File: src/rtl/cicero_job_sequencer.sv
// cicero_job_sequencer: host-side sequencer for the regex coprocessor
// register interface. It writes program/data words to the engine BRAM and
// launches jobs. For each job it reads back the elapsed-cycle count, rearms
// the engine, and hands one result to the host.
// Optional feature macro: CICERO_SEQ_TIMEOUT_EN (RUN watchdog + S_KILL path).
module cicero_job_sequencer #(
  parameter int REG_WIDTH      = 32,
  parameter int REG_WIDTH_64   = 64,
  parameter int ADDR_WIDTH     = 9,
  parameter int TIMEOUT_CYCLES = 1 << 20
) (
  input  logic                    clk,
  input  logic                    rst_n,
  input  logic                    load_valid,
  output logic                    load_ready,
  input  logic [ADDR_WIDTH-1:0]   load_addr,
  input  logic [REG_WIDTH_64-1:0] load_data,
  input  logic                    job_valid,
  output logic                    job_ready,
  input  logic [REG_WIDTH-1:0]    job_start_cc,
  input  logic [REG_WIDTH-1:0]    job_end_cc,
  output logic                    res_valid,
  input  logic                    res_ready,
  output logic                    res_accept,
  output logic                    res_error,
  output logic                    res_timeout,
  output logic [REG_WIDTH-1:0]    res_elapsed,
  output logic [REG_WIDTH-1:0]    cmd_register,
  output logic [REG_WIDTH-1:0]    address_register,
  output logic [REG_WIDTH_64-1:0] data_in_register,
  output logic [REG_WIDTH-1:0]    start_cc_pointer_register,
  output logic [REG_WIDTH-1:0]    end_cc_pointer_register,
  input  logic [REG_WIDTH-1:0]    status_register,
  input  logic [REG_WIDTH_64-1:0] data_o_register
);

  localparam logic [REG_WIDTH-1:0] CMD_NOP                = REG_WIDTH'(0);
  localparam logic [REG_WIDTH-1:0] CMD_WRITE              = REG_WIDTH'(1);
  localparam logic [REG_WIDTH-1:0] CMD_START              = REG_WIDTH'(2);
  localparam logic [REG_WIDTH-1:0] CMD_RESET              = REG_WIDTH'(3);
  localparam logic [REG_WIDTH-1:0] CMD_RESTART            = REG_WIDTH'(4);
  localparam logic [REG_WIDTH-1:0] CMD_READ_ELAPSED_CLOCK = REG_WIDTH'(5);

  localparam logic [REG_WIDTH-1:0] STATUS_IDLE     = REG_WIDTH'(0);
  localparam logic [REG_WIDTH-1:0] STATUS_RUNNING  = REG_WIDTH'(1);
  localparam logic [REG_WIDTH-1:0] STATUS_ACCEPTED = REG_WIDTH'(2);
  localparam logic [REG_WIDTH-1:0] STATUS_REJECTED = REG_WIDTH'(3);
  localparam logic [REG_WIDTH-1:0] STATUS_ERROR    = REG_WIDTH'(4);

  typedef enum logic [2:0] {
    S_IDLE, S_WRITE, S_START, S_RUN, S_READCC, S_RESTART, S_RESULT, S_KILL
  } state_t;

  state_t                  state_q, state_d;
  logic [REG_WIDTH-1:0]    cmd_d, addr_d, start_d, end_d, elapsed_d;
  logic [REG_WIDTH_64-1:0] data_d;
  logic                    res_valid_d, accept_d, error_d, timeout_d;
  logic                    idle_ok, terminal;

  assign idle_ok  = (status_register == STATUS_IDLE);
  // Unknown status codes fall outside this set, so S_RUN keeps waiting
  assign terminal = (status_register == STATUS_ACCEPTED) ||
                    (status_register == STATUS_REJECTED) ||
                    (status_register == STATUS_ERROR);

`ifdef CICERO_SEQ_TIMEOUT_EN
  logic [31:0] run_cnt_q, run_cnt_d, run_cnt_inc;
  assign run_cnt_inc = run_cnt_q + 32'd1;
`else
  logic unused_tmo;
  assign unused_tmo = (TIMEOUT_CYCLES != 0);
`endif

  logic unused_rd;
  assign unused_rd = ^data_o_register[REG_WIDTH_64-1:REG_WIDTH];

  // Next-state, handshake and next-register computation
  always_comb begin
    state_d     = state_q;
    cmd_d       = CMD_NOP;
    addr_d      = address_register;
    data_d      = data_in_register;
    start_d     = start_cc_pointer_register;
    end_d       = end_cc_pointer_register;
    elapsed_d   = res_elapsed;
    res_valid_d = res_valid;
    accept_d    = res_accept;
    error_d     = res_error;
    timeout_d   = res_timeout;
    load_ready  = 1'b0;
    job_ready   = 1'b0;
`ifdef CICERO_SEQ_TIMEOUT_EN
    run_cnt_d   = run_cnt_q;
`endif
    case (state_q)
      S_IDLE: begin
        if (idle_ok) begin
          load_ready = load_valid;
          job_ready  = job_valid & ~load_valid;
          if (load_valid) begin
            cmd_d   = CMD_WRITE;
            addr_d  = {{(REG_WIDTH-ADDR_WIDTH){1'b0}}, load_addr};
            data_d  = load_data;
            state_d = S_WRITE;
          end else if (job_valid) begin
            cmd_d   = CMD_START;
            start_d = job_start_cc;
            end_d   = job_end_cc;
            state_d = S_START;
          end
        end
      end
      S_WRITE: state_d = S_IDLE;
      S_START: begin
        if (status_register == STATUS_RUNNING) begin
          state_d = S_RUN;
`ifdef CICERO_SEQ_TIMEOUT_EN
          run_cnt_d = 32'd0;
`endif
        end else begin
          cmd_d = CMD_START;
        end
      end
      S_RUN: begin
`ifdef CICERO_SEQ_TIMEOUT_EN
        run_cnt_d = run_cnt_inc;
`endif
        if (terminal) begin
          accept_d  = (status_register == STATUS_ACCEPTED);
          error_d   = (status_register == STATUS_ERROR);
          timeout_d = 1'b0;
          cmd_d     = CMD_READ_ELAPSED_CLOCK;
          state_d   = S_READCC;
        end
`ifdef CICERO_SEQ_TIMEOUT_EN
        else if (run_cnt_inc == 32'(TIMEOUT_CYCLES)) begin
          accept_d  = 1'b0;
          error_d   = 1'b1;
          timeout_d = 1'b1;
          elapsed_d = REG_WIDTH'(run_cnt_inc);
          cmd_d     = CMD_RESET;
          state_d   = S_KILL;
        end
`endif
      end
      S_READCC: begin
        elapsed_d = data_o_register[REG_WIDTH-1:0];
        cmd_d     = CMD_RESTART;
        state_d   = S_RESTART;
      end
      S_RESTART: begin
        if (idle_ok) begin
          res_valid_d = 1'b1;
          state_d     = S_RESULT;
        end else begin
          cmd_d = CMD_RESTART;
        end
      end
      S_RESULT: begin
        if (res_ready) begin
          res_valid_d = 1'b0;
          state_d     = S_IDLE;
        end
      end
`ifdef CICERO_SEQ_TIMEOUT_EN
      // Engine was hard-reset; rearm and wait for IDLE like a normal job
      S_KILL: begin
        cmd_d   = CMD_RESTART;
        state_d = S_RESTART;
      end
`endif
      default: state_d = S_IDLE;
    endcase
  end

  // State and all registered outputs; synchronous active-low reset
  always_ff @(posedge clk) begin
    if (!rst_n) begin
      state_q                   <= S_IDLE;
      cmd_register              <= CMD_NOP;
      address_register          <= '0;
      data_in_register          <= '0;
      start_cc_pointer_register <= '0;
      end_cc_pointer_register   <= '0;
      res_valid                 <= 1'b0;
      res_accept                <= 1'b0;
      res_error                 <= 1'b0;
      res_timeout               <= 1'b0;
      res_elapsed               <= '0;
`ifdef CICERO_SEQ_TIMEOUT_EN
      run_cnt_q                 <= 32'd0;
`endif
    end else begin
      state_q                   <= state_d;
      cmd_register              <= cmd_d;
      address_register          <= addr_d;
      data_in_register          <= data_d;
      start_cc_pointer_register <= start_d;
      end_cc_pointer_register   <= end_d;
      res_valid                 <= res_valid_d;
      res_accept                <= accept_d;
      res_error                 <= error_d;
      res_timeout               <= timeout_d;
      res_elapsed               <= elapsed_d;
`ifdef CICERO_SEQ_TIMEOUT_EN
      run_cnt_q                 <= run_cnt_d;
`endif
    end
  end

endmodule

File: config.mk
export PLATFORM = sky130hd
export DESIGN_NAME = cicero_job_sequencer
export DESIGN_NICKNAME = d
export VERILOG_FILES = /design/src/rtl/cicero_job_sequencer.sv
export SDC_FILE = /design/constraint.sdc
export NUM_CORES = 1
export LEC_CHECK = 0
export BUFFER_PORTS_ARGS = -buffer_cell sky130_fd_sc_hd__buf_2
export CELL_PAD_IN_SITES_DETAIL_PLACEMENT = 0
export CELL_PAD_IN_SITES_GLOBAL_PLACEMENT = 2
export CORE_MARGIN = 2
export CORE_UTILIZATION = 22
export CTS_BUF_LIST = sky130_fd_sc_hd__clkbuf_4 sky130_fd_sc_hd__clkbuf_8 sky130_fd_sc_hd__clkbuf_16
export DETAILED_ROUTE_END_ITERATION = 10
export PLACE_DENSITY = 0.77
export SYNTH_ARGS = -nofsm -noshare
export SYNTH_HDL_FRONTEND = slang
export SYNTH_SLANG_ARGS = --single-unit
File: constraint.sdc
create_clock -name clk -period 2.3 [get_ports clk]
set_input_delay 0.23 -clock clk [delete_from_list [all_inputs] [get_ports clk]]
set_output_delay 0.23 -clock clk [all_outputs]
set_load 0.005 [all_outputs]
# Yosys cells after proc, flatten, opt, wreduce, memory -nomap -nowiden
# Cells that the tools add are included.
[word_totals]
register_bits = 207
latch_bits = 0
ramBits = 0
rom_bits = 0
inputBits = 238
out_inout_bits = 230
memories = 0
[op_classes]
n_addsub = 0
multipliers = 0
n_div = 0
magnitude_cmp = 0
n_eq_ne = 15
shifts = 0
n_mux = 22
bitwise = 2
n_reduce_logical = 10
[op_table]
columns = ["op", "count"]
rows = [
  ["== test 32 x 2 -> 1 bit (second input constant)", 2],
  ["== test 32 x 1 -> 1 bit (second input constant)", 1],
  ["== test 32 x 3 -> 1 bit (second input constant)", 1],
  ["zero test 32 bit", 1],
  ["2-to-1 mux 3 bit", 9],
  ["one-hot mux 3 bit (6 select lines)", 1],
  ["one-hot mux 3 bit (5 select lines)", 1],
  ["!= test 2 bit (second input constant)", 5],
  ["== test 3 bit (second input constant)", 3],
  ["2-to-1 mux 2 bit", 4],
  ["== test 3 x 2 -> 1 bit (second input constant)", 2],
  ["2-to-1 mux 1 bit", 6],
  ["AND reduction 3 bit", 2],
  ["AND reduction 6 bit", 1],
  ["AND reduction 4 bit", 1],
  ["zero test 3 bit", 1],
  ["!= test 3 bit (second input constant)", 1],
  ["logical OR 1 bit", 2],
  ["one-hot mux 1 bit (2 select lines)", 1],
  ["AND reduction 2 bit", 1],
  ["nonzero test 2 bit", 1],
  ["bitwise AND 1 bit", 1],
  ["inverter 1 bit", 1],
]

# Longest topological paths before layout
# Gate-level depths: netlist (run 1).
[logic_depth]
depth_word = 5
depth_mapped = 9

# Worst setup path after synthesis (run 1)
# Ideal clock, no wire load.
[synth_timing]
path_kind = "register to register"
from = "reg state_q[0]"
to = "reg state_q[1]"
arrival_time_ns = 1.711
required_ns = 2.178
path_slack_ns = 0.467
stages_incl_launch_ff = 5
n_path_buf = 0
period_less_slack_ns = 1.833
cell_sequence = "dfxtp_1 -> or4b_1 -> a2111oi_1 -> o32ai_1 -> o311a_1"
[synth_between]
elab_chain_cells = 3
word_cells_on_any_way = 14
classes_between = "eq/ne: 11; mux: 1; reduce/logical: 2"
[synth_rtl]
columns = ["element", "line_no", "rtl"]
rows = [
  ["start: declaration", "54", "state_t state_q, state_d;"],
  ["start signal: assignment", "194", "state_q <= state_d;"],
  ["== test 3 x 2 -> 1 bit (tied with other cells)", "95", "case (state_q)"],
  ["!= test 2 bit (no source line) / != test 3 bit (equally long branches)", "n/a", ""],
  ["AND reduction 6 bit (no source line)", "n/a", ""],
]
# Parallel ways exist; a longest one is shown, timed or not.
# A chain may end at the register's enable or synchronous reset.

# Worst setup path in the final report (run 1)
[layout_timing]
from = "in status_register[12]"
to = "out load_ready"
[layout_between]
elab_chain_cells = 3
[layout_rtl]
columns = ["element", "line_no", "rtl"]
rows = [
  ["start: declaration", "33", "input logic [REG_WIDTH-1:0] status_register,"],
  ["zero test 32 bit", "60", "assign idle_ok = (status_register == STATUS_IDLE);"],
  ["2-to-1 mux 1 bit", "97", "if (idle_ok) begin"],
  ["2-to-1 mux 1 bit", "95", ""],
  ["end: declaration", "15", "output logic load_ready,"],
]
# Every way passes these cells.

==> results of run 1 <==
## worst max-delay path, delay by kind of cell
kind / cells / cell delay [ps]
buf+inv: 7 / 850
simple gates: 4 / 820
## cells in the final DEF (no fill, tap or decap), drive strengths merged, types with 5 or more instances in the layout
| cell | n |
|---|---|
| nor4 | 9 |
| a21boi | 171 |
| nor2 | 9 |
| conb | 53 |
| dlygate4sd3 | 52 |
| o21ai | 10 |
| dfxtp | 178 |
| inv | 5 |
| clkbuf | 24 |
| buf | 417 |
| nand2 | 348 |
## power breakdown
group	internal [mW]	switching, mW	total (mW)
sequential	3.10	0.0247	3.12
clock	1.59	1.26	2.85
combinational	0.327	0.276	0.603
total	5.02	1.56	6.58
## layer usage
layer / share of wire (%) / wire (µm)
met5: 0.064 / 16
met4: 1.7 / 425
met3: 5.9 / 1480
met2: 50 / 12600
met1: 42 / 10600
## final cells by class
class | count | area (µm²) | share of cell area (%)
clock buffers | 24 | 484 | 4.50
flip-flops and latches | 178 | 3560 | 33.1
diodes | 4 | 10.0 | 0.0929
clock inverters | 8 | 80.1 | 0.744
inverters | 5 | 26.3 | 0.244
multi-input cells | 634 | 3220 | 29.9
well taps | 442 | 553 | 5.14
repair buffers | 469 | 2830 | 26.3
## flip-flops by register name, summed over array words and instances, names as in the netlist
register / count
res_accept: 1
start_cc_pointer_register: 32
res_elapsed: 32
res_valid: 1
res_error: 1
cmd_register: 3
state_q: 3
data_in_register: 64
address_register: 9
end_cc_pointer_register: 32
## worst paths after layout
path	slack, ps	start	to
hold / removal	30	job_start_cc[7]	start_cc_pointer_register[7]$_SDFFE_PN0P_
setup reg to reg	340	state_q[0]$_SDFFE_PN0P_	state_q[1]$_SDFFE_PN0P_
hold reg to reg	450	data_in_register[55]$_SDFFE_PN0P_	data_in_register[55]$_SDFFE_PN0P_
setup / recovery	160	status_register[12]	load_ready
## stage by stage
stage / utilization [%] / cells / total power [mW] / area [µm²] / TNS (ps)
final: 33.1 / 1764 / 6.58 / 10800 / 0
after global routing: 33.1 / 1762 / 6.89 / 10800 / 0
after CTS: 33.0 / 1759 / 6.70 / 10700 / 0
after detailed placement: 29.5 / 1672 / 3.72 / 9600 / -36550
after floorplan: - / 927 / 3.48 / 7460 / 0
after global placement: 29.5 / 1672 / 3.72 / 9600 / -39010
## cells by family (layout without fill, tap and decap cells)
logic type	after synthesis	count (layout)	synth area share (%)
AOI/OAI and AO/OA	192	192	19.4
adders and majority gates	1	1	0.172
buffers and inverters	115	506	9.92
DFF	178	178	49.1
other	1	57	0.0516
and+or+nand+nor	388	388	21.3
## cell usage after synthesis, types with 3 or more instances
library cell,number
nand2_1,348
dfxtp_1,178
a21boi_1,124
buf_4,59
a21boi_0,47
clkbuf_1,32
buf_2,12
nor2_1,9
nor4_1,9
o21ai_0,9
buf_6,7
a21oi_1,4
nor2b_1,3
nor3_1,3
## what timing repair did
item | 4_1_cts | 5_1_grt
hold endpoints to repair | 52 | 0
gates resized for setup | 6 | 4
hold buffers | 52 | 0
buffers inserted | 3 | 1
endpoints found under the setup margin | 2 | 2
pin swaps | 3 | 4
==> metrics.md, run 1 <==
| Metric | Value |
|---|---|
| Final #Nets | 1544 |
| Min Tclk post-route | 2140 ps |
| Place WS | -397 ps |
| Critical Path AT | 1910 ps |
| Slew Limit Fails | 0 |
| Initial Util | 22.3% |
| Final worst-path cycle share | roughly 93% |
| Netlist cell types | 37 |
| Synth warn | 0 |
| WL final | 25200 µm |
| Highest clock rate | ~470 MHz |
| Critical path data required time | a little over 2000 ps |
| Grt met3 use | between 3 and 4% |
| Slew @ Worst Pin | 677 ps |
| Setup violations, final | 0 |
| Grt met1 use | 16.4% |
| Final GP Congestion | 0.772 |
| CTS Buf Count | 17 |
| Largest net degree at the start of global routing | 75 |
| Max clock buf depth | 2 |
| CP max FO | 7 |
| RSZ-0062 raised after global routing | no |
| Die ar. | 0.0345 mm² |
| Final worst setup slack | 161 ps |
| Asr flop ratio synth | 0% |
| Grt peak-use layer | met2 |
| # fillers | 3663 |
| Worst slew margin | 54.7% |
| First-pass GRT wire length | 36900 µm |
| Register area share after synthesis | 49.1% |
| Number of global-route vias before repair | 6615 |
| Area share of the largest cell type after synthesis | 49.1% |
| VDD IR-drop max | 0.480 mV |
| Cell Pwr Density | 611 mW/mm² |
| Clock Skew | ~11 ps |
| Avg Cell Area, Syn | slightly above 8 µm² |
| Post-Syn Area | 0.00726 mm² |
| Leakage | 4.77 nW |
| Hold Violations, Final | 0 |
| Overflow after GRT | 0 |
| WL/cell | about 14 µm |
| TritonCTS clock tree | built |
| Status | finished clean |
| Core ar. | 0.0325 mm² |
| Area Growth Syn to Fin | 48.3% |
| Post-synth EDFFs | 0 |
| DRT antenna net count | 0 |
| Number of clock sinks | 178 |
| CP Launch Type | input port |
| Setup CP Type | in -> out |
| DRT Pass-1 Iters | 4 |
| Routing usage on met2 | 24.7% |
| Cells after Synth | 875 |
| Htree depth | 4 |
| HP Class | in -> reg |
| Port Buffers | 382 |
| Number of core rows | 66 |
| # IOs | 468 |
| Synth Register Bits | 178 |
| Hold Crit Depth | 3 |
| Initial drt markers | 246 |
| Worst r2r path cells | 4 |
| Vias per cell | roughly 4 |
| Die span in x | 186 µm |
| Worst-path clk slew | 70 ps |
| Critical Path Max Stage Delay | 330 ps |
| Crit end category | output pin |
| Antenna violations before repair | 4 |
| Worst Hold Slack | 25.6 ps |
| Critical path's slowest cell | nor4_4 |
| Crit path cell chain | buf_2, nor4_4, buf_4, nand4_1, nor3_4, buf_6, buf_4, nand3_4, inv_4, buf_6, buf_2 |
| Synth area leaders | dfxtp_1, nand2_1, a21boi_1 |
| Gr usage total | 14.0% |
| Clock root cell | clkbuf_16 |
| Clk_lat worst skew | 440 ps |
| Vias | 7073 |
| DRC | 0 |
| Die Ht | 186 µm |
| Top FF cell, synth | dfxtp_1 |
| Max Cap Viol | 0 |
| Layout cells sized above 1 | a little over a third |
| Dpl hpwl | 18500 µm |
| Synth area leader | dfxtp_1 |
Power figures use the tool's default switching activity.
==> inputs of run 2 (changes only) <==
HOLD_SLACK_MARGIN = 0.1   (was unset)
RECOVER_POWER = 100   (was unset)
==> metrics.md, run 2 (synthesized netlist as in run 1, its figures left out) <==
| Metric | Value |
|---|---|
| Hold Violations, Final | 0 |
| First-pass GRT wire length | 38600 µm |
| Worst r2r path cells | 10 |
| Vias | roughly 7.5k |
| Initial drt markers | between 200 and 250 |
| Critical Path Max Stage Delay | 340 ps |
| Number of clock sinks | 178 |
| Clock Skew | 8.98 ps |
| Worst Hold Slack | 156 ps |
| Worst Hold End | res_error$_SDFFE_PN0P_ |
| VDD IR-drop max | 0.477 mV |
| Slew Limit Fails | 0 |
| R2R Path End | start_cc_pointer_register[15]$_SDFFE_PN0P_ |
| Reg2reg setup slack | 190 ps |
| WL final | between 20000 and 30000 µm |
| DRC | 0 |
| Critical Path AT | 1920 ps |
| Max clock buf depth | 2 |
| Clock root cell | clkbuf_16 |
| Multi-input logic area | 0.00322 mm² |
| Clock Power Share | 42.4% |
| RSZ-0062 raised after global routing | no |
| DRT Pass-1 Iters | 4 |
| Worst slew margin | 39.6% |
| # diodes | 0 |
| Min Tclk post-route | 2150 ps |
| Critical path's slowest cell | nor4_4 |
| Number of flip-flops in the largest register | 64 |
| WL/cell | 13.9 µm |
| CP Launch Type | input port |
| Die Ht | roughly 190 µm |
| Vias per cell | 4.01 |
| Crit path cell chain | clkbuf_1, nor4_4, buf_4, nand4_1, nor3_4, nand4b_1, buf_4, inv_6, buf_12, buf_2 |
| R2r startpoint | state_q[0]$_SDFFE_PN0P_ |
| Comb power frac | 11.2% |
| Die span in x | 186 µm |
| Dpl hpwl | approximately 18000 µm |
| Largest net degree at the start of global routing | between 70 and 80 |
| Place WS | -397 ps |
| Final worst setup slack | around 150 ps |
| Total power | 6.73 mW |
| Hold Startpoint | status_register[1] |
| Number of global-route vias before repair | 7229 |
| Critical path data required time | 2070 ps |
| Seq pwr share | 46.4% |
| CTS Buf Count | 17 |
| Cell Pwr Density | 575 mW/mm² |
| Setup CP Type | in -> out |
| Register area | 0.00356 mm² |
| Initial Util | 22.3% |
| Number of core rows | 66 |
| Leakage | 4.48 nW |
| Hold Crit Depth | 4 |
| TritonCTS clock tree | built |
| Core ar. | roughly 0.033 mm² |
| Crit. Startpoint | status_register[12] |
| Int Pwr | a little over 5 mW |
| Final GP Congestion | 0.772 |
| Htree depth | 4 |
| Antenna violations before repair | 0 |
| Port Buffers | 382 |
| Clk_lat worst skew | 440 ps |
| Leading cell types in the layout, fill and taps excluded | nand2_1, buf_2, dfxtp_1 |
| Area Growth Syn to Fin | 61.1% |
| HP Class | in -> reg |
| Status | finished clean |
| Setup violations, final | 0 |
| CP most frequent cell | buf_4 |
| Slew @ Worst Pin | roughly 910 ps |
| # fillers | 3610 |
| Final #Nets | 1662 |
| # IOs | 468 |
| Design area | between 0.01 and 0.015 mm² |
| Switching power | 1.60 mW |
| Overflow after GRT | 0 |
| Switching Fraction | 23.7% |
| Gr usage total | 14.5% |
| Placed instance area | ~0.0096 mm² |
| Commonest non-fill, non-tap cell in the layout | nand2_1 |
| Reg with most FFs | data_in_register |
| Worst-path clk slew | about 70 ps |
| Max Cap Viol | 0 |
| DRT antenna net count | 0 |
| Final worst-path cycle share | 93.3% |
| Crit end category | output pin |
| CP max FO | 3 |
| Layout cells sized above 1 | 20.5% |
| Highest clock rate | 466 MHz |
| Die ar. | 0.0345 mm² |
==> run 2: power groups by stage <==
stage                     Sequential [mW]  Combinational (mW)  Clock [mW]
after floorplan                      3.19               0.292           0
after global placement               3.19               0.523           0
after detailed placement             3.19               0.523           0
after CTS                            3.12               0.766        2.97
after global routing                 3.13               0.831        3.10
final                                3.12               0.751        2.86
==> run 2: worst max-delay path, delay by kind of cell <==
family / cells / cell delay, ps
buffers and inverters: 6 / 740
and+or+nand+nor: 4 / 940
==> run 2: area by class of cell <==
type                       count  area share [%]
clock buffer                  24            4.14
clock inverter                 8           0.684
inverter                       5           0.225
multi-input combinational    634            27.5
sequential                   178            30.5
tap                          442            4.73
timing repair buffer         587            32.3
==> run 2: how the worst max path moves through the flow <==
stage | to | slack (ps) | cells past startpoint
global placement | job_ready | -420 | 10
CTS | load_ready | 10 | 11
detailed placement | job_ready | -400 | 10
finish | job_ready | 150 | 10
global route | start_cc_pointer_register[15]$_SDFFE_PN0P_ | 6 | 13
floorplan | state_q[1]$_SDFFE_PN0P_ | 470 | 4
==> run 2: repair_timing <==
action,4_1_cts,5_1_grt
endpoints found under the hold margin,170,0
hold buffers,170,0
pin swaps,3,4
endpoints found under the setup margin,2,2
setup buffers,3,1
resized for setup,6,4
==> run 2: metal layers <==
layer	part of all wire, %	vias up	track usage, %
li1	-	3826	-
met1	42	3440	16.6
met2	50	239	25.6
met3	5.2	34	3.52
met4	2.3	0	5.89
met5	0	-	0
==> run 2: stage by stage <==
stage | utilization, % | TNS (ps) | cells
6_report | 36.0 | 0 | 1878
4_1_cts | 36.6 | 0 | 1877
2_1_floorplan | - | 0 | 927
5_1_grt | 36.0 | 0 | 1878
3_5_place_dp | 29.5 | -36550 | 1672
3_3_place_gp | 29.5 | -39010 | 1672
